### src/rtl/spi_slave_handler.sv
// SPI mode-0 slave: preloaded response buffer on MISO, MOSI bytes to upload via RX FIFO; pin-to-edge 3 clk.
// Backpressure: upload_ready stalls the FIFO; pushes into a full FIFO are dropped and flagged in rx_overflow.
module spi_slave_handler #(
   parameter int         TX_DEPTH        = 256,
   parameter int         RX_FIFO_DEPTH   = 16,
   parameter logic [7:0] CMD_SLV_PRELOAD = 8'h14,
   parameter logic [7:0] CMD_SLV_CTRL    = 8'h15,
   parameter logic [7:0] UPLOAD_SRC      = 8'h04
) (
   input  logic        clk,
   input  logic        rst,
   input  logic [7:0]  cmd_type,
   input  logic [15:0] cmd_length,
   input  logic [7:0]  cmd_data,
   input  logic [15:0] cmd_data_index,
   input  logic        cmd_start,
   input  logic        cmd_data_valid,
   input  logic        cmd_done,
   output logic        cmd_ready,
   input  logic        spi_sclk_in,
   input  logic        spi_cs_n_in,
   input  logic        spi_mosi_in,
   output logic        spi_miso_out,
   output logic        spi_miso_oe,
   output logic        upload_req,
   output logic [7:0]  upload_data,
   output logic [7:0]  upload_source,
   output logic        upload_valid,
   input  logic        upload_ready,
   output logic        rx_overflow
);
   localparam int FAW = $clog2(RX_FIFO_DEPTH);

   typedef enum logic [1:0] {C_IDLE, C_PRELOAD, C_CTRL} cmd_state_t;
   typedef enum logic {U_IDLE, U_PRESENT} up_state_t;

   cmd_state_t c_state, c_next;
   up_state_t  u_state, u_next;

   logic [2:0] sclk_s, cs_s;
   logic [1:0] mosi_s;
   logic       sclk_rise, sclk_fall, cs_fall, cs_rise, cs_act;

   logic [7:0] tx_buf [TX_DEPTH];
   logic [8:0] tx_len;
   logic [7:0] tx_ptr, ptr_inc, shift_out, next_byte, first_byte, fill;
   logic [6:0] shift_in;
   logic [2:0] bit_cnt;
   logic       upload_en, byte_done, ovf_clr;

   logic [7:0] fifo_mem [RX_FIFO_DEPTH];
   logic [FAW:0] wr_ptr, rd_ptr;
   logic       fifo_empty, fifo_full, push_ok, pop;

   always_ff @(posedge clk) begin
      if (rst) begin
         sclk_s <= 3'b000;
         cs_s   <= 3'b111;
         mosi_s <= 2'b00;
      end else begin
         sclk_s <= {sclk_s[1:0], spi_sclk_in};
         cs_s   <= {cs_s[1:0], spi_cs_n_in};
         mosi_s <= {mosi_s[0], spi_mosi_in};
      end
   end

   assign sclk_rise  = sclk_s[1] & ~sclk_s[2];
   assign sclk_fall  = ~sclk_s[1] & sclk_s[2];
   assign cs_fall    = ~cs_s[1] & cs_s[2];
   assign cs_rise    = cs_s[1] & ~cs_s[2];
   assign cs_act     = ~cs_s[1];
   assign byte_done  = cs_act & ~cs_fall & sclk_rise & (bit_cnt == 3'd7);

   assign ptr_inc    = (tx_ptr == 8'hFF) ? 8'hFF : tx_ptr + 8'd1;
   assign next_byte  = ({1'b0, ptr_inc} < tx_len) ? tx_buf[ptr_inc] : fill;
   assign first_byte = (tx_len != 9'd0) ? tx_buf[0] : fill;

   // MISO shows bit (7 - bit_cnt); after a full byte bit_cnt wraps to 0, giving bit7 of the reloaded byte.
   always_ff @(posedge clk) begin
      if (rst) begin
         tx_ptr       <= 8'd0;
         bit_cnt      <= 3'd0;
         shift_out    <= 8'd0;
         shift_in     <= 7'd0;
         spi_miso_out <= 1'b0;
         spi_miso_oe  <= 1'b0;
      end else if (cs_fall) begin
         tx_ptr       <= 8'd0;
         bit_cnt      <= 3'd0;
         shift_out    <= first_byte;
         spi_miso_out <= first_byte[7];
         spi_miso_oe  <= 1'b1;
      end else if (cs_rise) begin
         bit_cnt      <= 3'd0;
         spi_miso_out <= 1'b0;
         spi_miso_oe  <= 1'b0;
      end else if (cs_act) begin
         if (sclk_rise) begin
            shift_in <= {shift_in[5:0], mosi_s[1]};
            bit_cnt  <= bit_cnt + 3'd1;
            if (bit_cnt == 3'd7) begin
               tx_ptr    <= ptr_inc;
               shift_out <= next_byte;
            end
         end else if (sclk_fall) begin
            spi_miso_out <= shift_out[~bit_cnt];
         end
      end
   end

   assign fifo_empty = (wr_ptr == rd_ptr);
   assign fifo_full  = (wr_ptr[FAW-1:0] == rd_ptr[FAW-1:0]) && (wr_ptr[FAW] != rd_ptr[FAW]);
   assign pop        = (u_state == U_IDLE) & upload_req & upload_ready;
   assign push_ok    = byte_done & (~fifo_full | pop);

   always_ff @(posedge clk) begin
      if (rst) begin
         wr_ptr      <= '0;
         rd_ptr      <= '0;
         rx_overflow <= 1'b0;
      end else begin
         if (push_ok) wr_ptr <= wr_ptr + 1'b1;
         if (pop)     rd_ptr <= rd_ptr + 1'b1;
         if (byte_done & ~push_ok) rx_overflow <= 1'b1;
         else if (ovf_clr)         rx_overflow <= 1'b0;
      end
   end

   always_ff @(posedge clk) begin
      if (push_ok) fifo_mem[wr_ptr[FAW-1:0]] <= {shift_in, mosi_s[1]};
   end

   always_ff @(posedge clk) begin
      if (rst) begin
         u_state     <= U_IDLE;
         upload_data <= 8'd0;
      end else begin
         u_state <= u_next;
         if (pop) upload_data <= fifo_mem[rd_ptr[FAW-1:0]];
      end
   end

   always_comb begin
      u_next = u_state;
      case (u_state)
         U_IDLE:    if (pop) u_next = U_PRESENT;
         U_PRESENT: u_next = U_IDLE;
         default:   u_next = U_IDLE;
      endcase
   end

   assign upload_req    = upload_en & ~fifo_empty;
   assign upload_valid  = (u_state == U_PRESENT);
   assign upload_source = upload_valid ? UPLOAD_SRC : 8'h00;

   always_ff @(posedge clk) begin
      if (rst) c_state <= C_IDLE;
      else     c_state <= c_next;
   end

   always_comb begin
      c_next    = c_state;
      cmd_ready = 1'b0;
      case (c_state)
         C_IDLE: begin
            cmd_ready = 1'b1;
            if (cmd_start && cmd_type == CMD_SLV_PRELOAD)   c_next = C_PRELOAD;
            else if (cmd_start && cmd_type == CMD_SLV_CTRL) c_next = C_CTRL;
         end
         C_PRELOAD: if (cmd_done) c_next = C_IDLE;
         C_CTRL:    if (cmd_done) c_next = C_IDLE;
         default:   c_next = C_IDLE;
      endcase
   end

   assign ovf_clr = (c_state == C_CTRL) & cmd_data_valid & (cmd_data_index == 16'd0) & cmd_data[1];

   always_ff @(posedge clk) begin
      if (rst) begin
         tx_len    <= 9'd0;
         fill      <= 8'hFF;
         upload_en <= 1'b1;
      end else begin
         if (c_state == C_PRELOAD && cmd_done)
            tx_len <= (cmd_length > 16'(TX_DEPTH)) ? 9'(TX_DEPTH) : cmd_length[8:0];
         if (c_state == C_CTRL && cmd_data_valid) begin
            if (cmd_data_index == 16'd0) upload_en <= cmd_data[0];
            if (cmd_data_index == 16'd1) fill      <= cmd_data;
         end
      end
   end

   always_ff @(posedge clk) begin
      if (!rst && c_state == C_PRELOAD && cmd_data_valid) tx_buf[cmd_data_index[7:0]] <= cmd_data;
   end
endmodule
### config.mk
export PLATFORM = sky130hd
export DESIGN_NAME = spi_slave_handler
export DESIGN_NICKNAME = d
export VERILOG_FILES = /design/src/rtl/spi_slave_handler.sv
export SDC_FILE = /design/constraint.sdc
export NUM_CORES = 2
export LEC_CHECK = 0
export BUFFER_PORTS_ARGS = -buffer_cell sky130_fd_sc_hd__buf_2
export CORE_MARGIN = 1
export CORE_UTILIZATION = 45
export DETAILED_ROUTE_END_ITERATION = 16
export SYNTH_ARGS = -nofsm -noshare
export SYNTH_HDL_FRONTEND = slang
export SYNTH_SLANG_ARGS = --single-unit
### constraint.sdc
create_clock -name clk -period 5.6 [get_ports clk]
set_input_delay 1.12 -clock clk [delete_from_list [all_inputs] [get_ports clk]]
set_output_delay 1.12 -clock clk [all_outputs]
set_load 0.01 [all_outputs]
==> run_results.csv <==
group,metric,value,unit
status,status,"finished, final reports clean",
power_and_ir_drop,ir_worst_vdd,0.3313,mV
layout,fillers,16090,
hold_path,hold_depth,1,
clock_tree,clk_path_buf_depth,3,
place,dp_slack,998.0,ps
sta,hold_viol_final,0,
worst_setup_path,cp_cell_sequence,"and4_4 -> a21oi_4 -> inv_6 -> ha_1 -> o21ai_0 -> nand2b_1 -> a311o_1 -> and2_1 -> a21oi_1 -> o211ai_1 -> o31ai_1 -> a31oi_1",
clock_tree,cts_inserted_buffers,223,
layout,syn2layout_area_growth,12.24,%
logic_synthesis,synth_commonest_cells,"edfxtp_1 (2,176), nand2_1 (412), nor2_1 (404), a21oi_1 (271), mux2i_1 (260)",
global_routing,globalRouteTotalUtil,0.2813,
die,die_area,201700,µm²
logic_synthesis,synth-seq-area-share,0.7434,
logic_synthesis,synth_most_common_cell,"edfxtp_1",
die,row_count,163,
power_and_ir_drop,internal_power,26.77,mW
logic_synthesis,yosysTopAreaCell,"edfxtp_1",
worst_setup_path,r2r_start,"tx_ptr[4]$_SDFFE_PP0P_",
logic_synthesis,synth_cell_types,97,
worst_setup_path,crit_fanout,48,
route,wl_per_cell,33.89,µm
logic_synthesis,yosysWarnings,0,
power_and_ir_drop,p_sw,6.844,mW
logic_synthesis,yosys-top-cells-area,"edfxtp_1 (73%), mux4_2 (4.1%), mux2i_1 (2.9%), nand2_1 (1.7%), dfxtp_1 (1.7%)",
route,dr.first_iter.drc_count,7954,
die,die_h,449.1,µm
die,die_width,449.1,µm
sta,tightest_slew,1321,ps
clock_tree,clock_sinks,2252,
layout,fin_cells,8526,
hold_path,hold-path-endpoint,"cs_s[1]$_SDFF_PP1_",
global_routing,grt_pass1_wl,404.5,mm
place,hpwl,178.4,mm
hold_path,hp-start,"cs_s[0]$_SDFF_PP1_",
worst_setup_path,reg2reg_depth,12,
sta,period_needed,4819,ps
sta,finalWorstSetupSlack,781.0,ps
layout,multi_input_area,21170,µm²
clock_tree,cts_tree,"done",
worst_setup_path,crit_buf_inv,1,
sta,fin_skew,35.00,ps
worst_setup_path,path_class,"flop to flop",
worst_setup_path,r2r_slack,780,ps
layout,final_nets,5763,
worst_setup_path,critPathRequiredTime,6330,ps
die,start_util,0.4542,
sta,period_share,0.8605,
power_and_ir_drop,seqPwrFrac,0.549,
route,num_vias,54860,
worst_setup_path,cpLargestDelayFamily,"compound AO/OA/AOI/OAI gates",
clock_tree,cts_hold_buffers,0,
logic_synthesis,synthArstFlopShare,0,
sta,slew_violations,0,
place,port-buffer-count,71,
power_and_ir_drop,power_per_cell_area,333.0,nW/µm²
logic_synthesis,synth-seq-cells,2252,
power_and_ir_drop,switching_share,0.2036,
logic_synthesis,synth_edf_count,2176,
worst_setup_path,slowest_delay,680,ps
layout,layout-drive-gt1-share,0.1521,
clock_tree,cts_root_buffer,"clkbuf_16",
worst_setup_path,rr_endpoint,"shift_out[1]$_SDFFE_PP0P_",
power_and_ir_drop,leakagePower,30.71,nW
clock_tree,cts_resized,0,
logic_synthesis,synth.top_cell.area_share,0.7265,
worst_setup_path,worst_path_max_delay_cell,"and4_4",
die,fp.coreArea,198000,µm²
sta,rsz0062_at_grt,"no",
global_routing,grt_overflow,0,
sta,fin_tns_setup,0,ps
clock_tree,post_cts_buffers,0,
power_and_ir_drop,clockPowerShare,0.439,
global_routing,antenna_found_initial,13,
place,globalplace.congestion,0.9995,
worst_setup_path,arrival,5550,ps
route,routed_via_density,6.434,
route,dr.pass1.iters,6,
logic_synthesis,postSynthCellCount,5568,
sta,setup_violations,0,
place,dp.cells,8099,
power_and_ir_drop,p_comb_frac,0.012,
logic_synthesis,synth_ff_type,"edfxtp_1",
layout,seq_area,66870,µm²
sta,fmax,207.5,MHz
logic_synthesis,syn_avg_cell_area,16.15,µm²
logic_synthesis,synth_area,89940,µm²
global_routing,grt_max_degree,169,
clock_tree,htreeDepth,4,
route,antenna_left,0,
clock_tree,path_clk_slew,70,ps
route,drc,0,
clock_tree,clk_latency,880,ps
worst_setup_path,start_kind,"flop",
worst_setup_path,crit_path_end_kind,"flop",
route,drt_wl_total,289.0,mm
global_routing,grt_pass1_vias,52270,
run,cap_violations,0,
hold_path,min_path_type,"flop to flop",
die,ioPinCount,79,
sta,slew_headroom,0.1110,
## flip-flops by register name (all words and copies together) (netlist names), 3 cells and up
register     count
bit_cnt          3
cs_s             3
fifo_mem       128
fill             8
rd_ptr           5
sclk_s           3
shift_in         7
shift_out        8
tx_buf        2048
tx_len           9
tx_ptr           8
upload_data      8
wr_ptr           5
## power by group through the flow
stage	clock network (mW)	registers, mW	logic (mW)
finish	14.8	18.5	0.401
floorplan	0	18.8	0.0490
detailed placement	0	18.8	0.399
global placement	0	18.8	0.386
CTS	14.9	18.5	0.399
global route	15.5	18.4	0.418
## worst reg2reg max path, cell delays in order, from the launching register on
cell and delay [ps]:
dfxtp_1 610, and4_4 680, a21oi_4 240, inv_6 440, ha_1 380, o21ai_0 150
nand2b_1 80, a311o_1 370, and2_1 290, a21oi_1 510, o211ai_1 170, o31ai_1 580
a31oi_1 180
## cell usage in the layout, fill, tap and decap left out, drive strengths merged, types with 17 or more instances in the layout
cell type / Yosys / layout
a211oi: 102 / 102
a21oi: 274 / 274
a221oi: 36 / 36
a22oi: 54 / 54
a31oi: 84 / 84
buf: 268 / 264
bufinv: 0 / 18
clkbuf: 117 / 301
clkinv: 0 / 92
dfxtp: 76 / 76
edfxtp: 2176 / 2176
ha: 22 / 22
inv: 30 / 39
mux2: 93 / 93
mux2i: 261 / 261
mux4: 164 / 164
nand2: 412 / 412
nand2b: 24 / 24
nand3: 68 / 68
nand4: 28 / 28
nor2: 409 / 409
nor2b: 42 / 42
nor3: 67 / 67
nor4: 28 / 28
o211ai: 62 / 62
o21ai: 181 / 181
o221ai: 137 / 137
o22ai: 102 / 102
or3: 17 / 17
## metal layers
layer,up-vias,track usage,part of all wire
li1,22480,-,-
met1,28180,0.3960,0.39
met2,3594,0.4149,0.44
met3,599,0.07103,0.12
met4,4,0.1214,0.046
met5,-,0,0.00012
## how the worst max path moves through the flow
stage                                 startpoint                        end  slack [ps]  depth (start not counted)
after floorplan           tx_ptr[1]$_SDFFE_PP0P_  shift_out[4]$_SDFFE_PP0P_        1700                         19
after global placement    tx_ptr[0]$_SDFFE_PP0P_  shift_out[3]$_SDFFE_PP0P_        1030                         11
after detailed placement  tx_ptr[0]$_SDFFE_PP0P_  shift_out[3]$_SDFFE_PP0P_        1000                         11
after CTS                 tx_ptr[0]$_SDFFE_PP0P_  shift_out[3]$_SDFFE_PP0P_         980                         11
after global routing      tx_ptr[4]$_SDFFE_PP0P_  shift_out[0]$_SDFFE_PP0P_         700                         12
final                     tx_ptr[4]$_SDFFE_PP0P_  shift_out[1]$_SDFFE_PP0P_         780                         12
## per-stage QoR
| step | util | power [mW] | cell area [µm²] | hold slack (ps) |
|---|---|---|---|---|
| 2_1_floorplan | - | 18.86 | 89960 | 389.5 |
| 3_3_place_gp | 0.4736 | 19.20 | 93790 | 405.1 |
| 3_5_place_dp | 0.4736 | 19.21 | 93790 | 404.7 |
| 4_1_cts | 0.5097 | 33.71 | 100900 | 378.1 |
| 5_1_grt | 0.5097 | 34.32 | 100900 | 414.0 |
| 6_report | 0.5098 | 33.62 | 101000 | 420.5 |
## cell type report
class,count,area share
inverter,30,0.001289
timing repair buffer,270,0.02300
clock buffer,295,0.05856
sequential,2252,0.6624
clock inverter,124,0.01217
multi-input combinational,2907,0.2097
antenna,8,0.0001983
tap,2640,0.03272
## cells by family (layout without fill, tap and decap cells)
group | after synthesis | in the layout | synth area share
XOR/XNOR | 21 | 21 | 0.002504
multiplexers | 518 | 518 | 0.08180
other | 1 | 15 | 0.00004169
AO/OA/AOI/OAI | 1195 | 1195 | 0.09052
AND/OR/NAND/NOR | 1144 | 1144 | 0.05592
adder cells (fa/ha/maj) | 22 | 22 | 0.003060
buffers and inverters | 415 | 719 | 0.02273
flip-flops | 2252 | 2252 | 0.7434
Note: power is estimated with default switching activity, not from simulation.
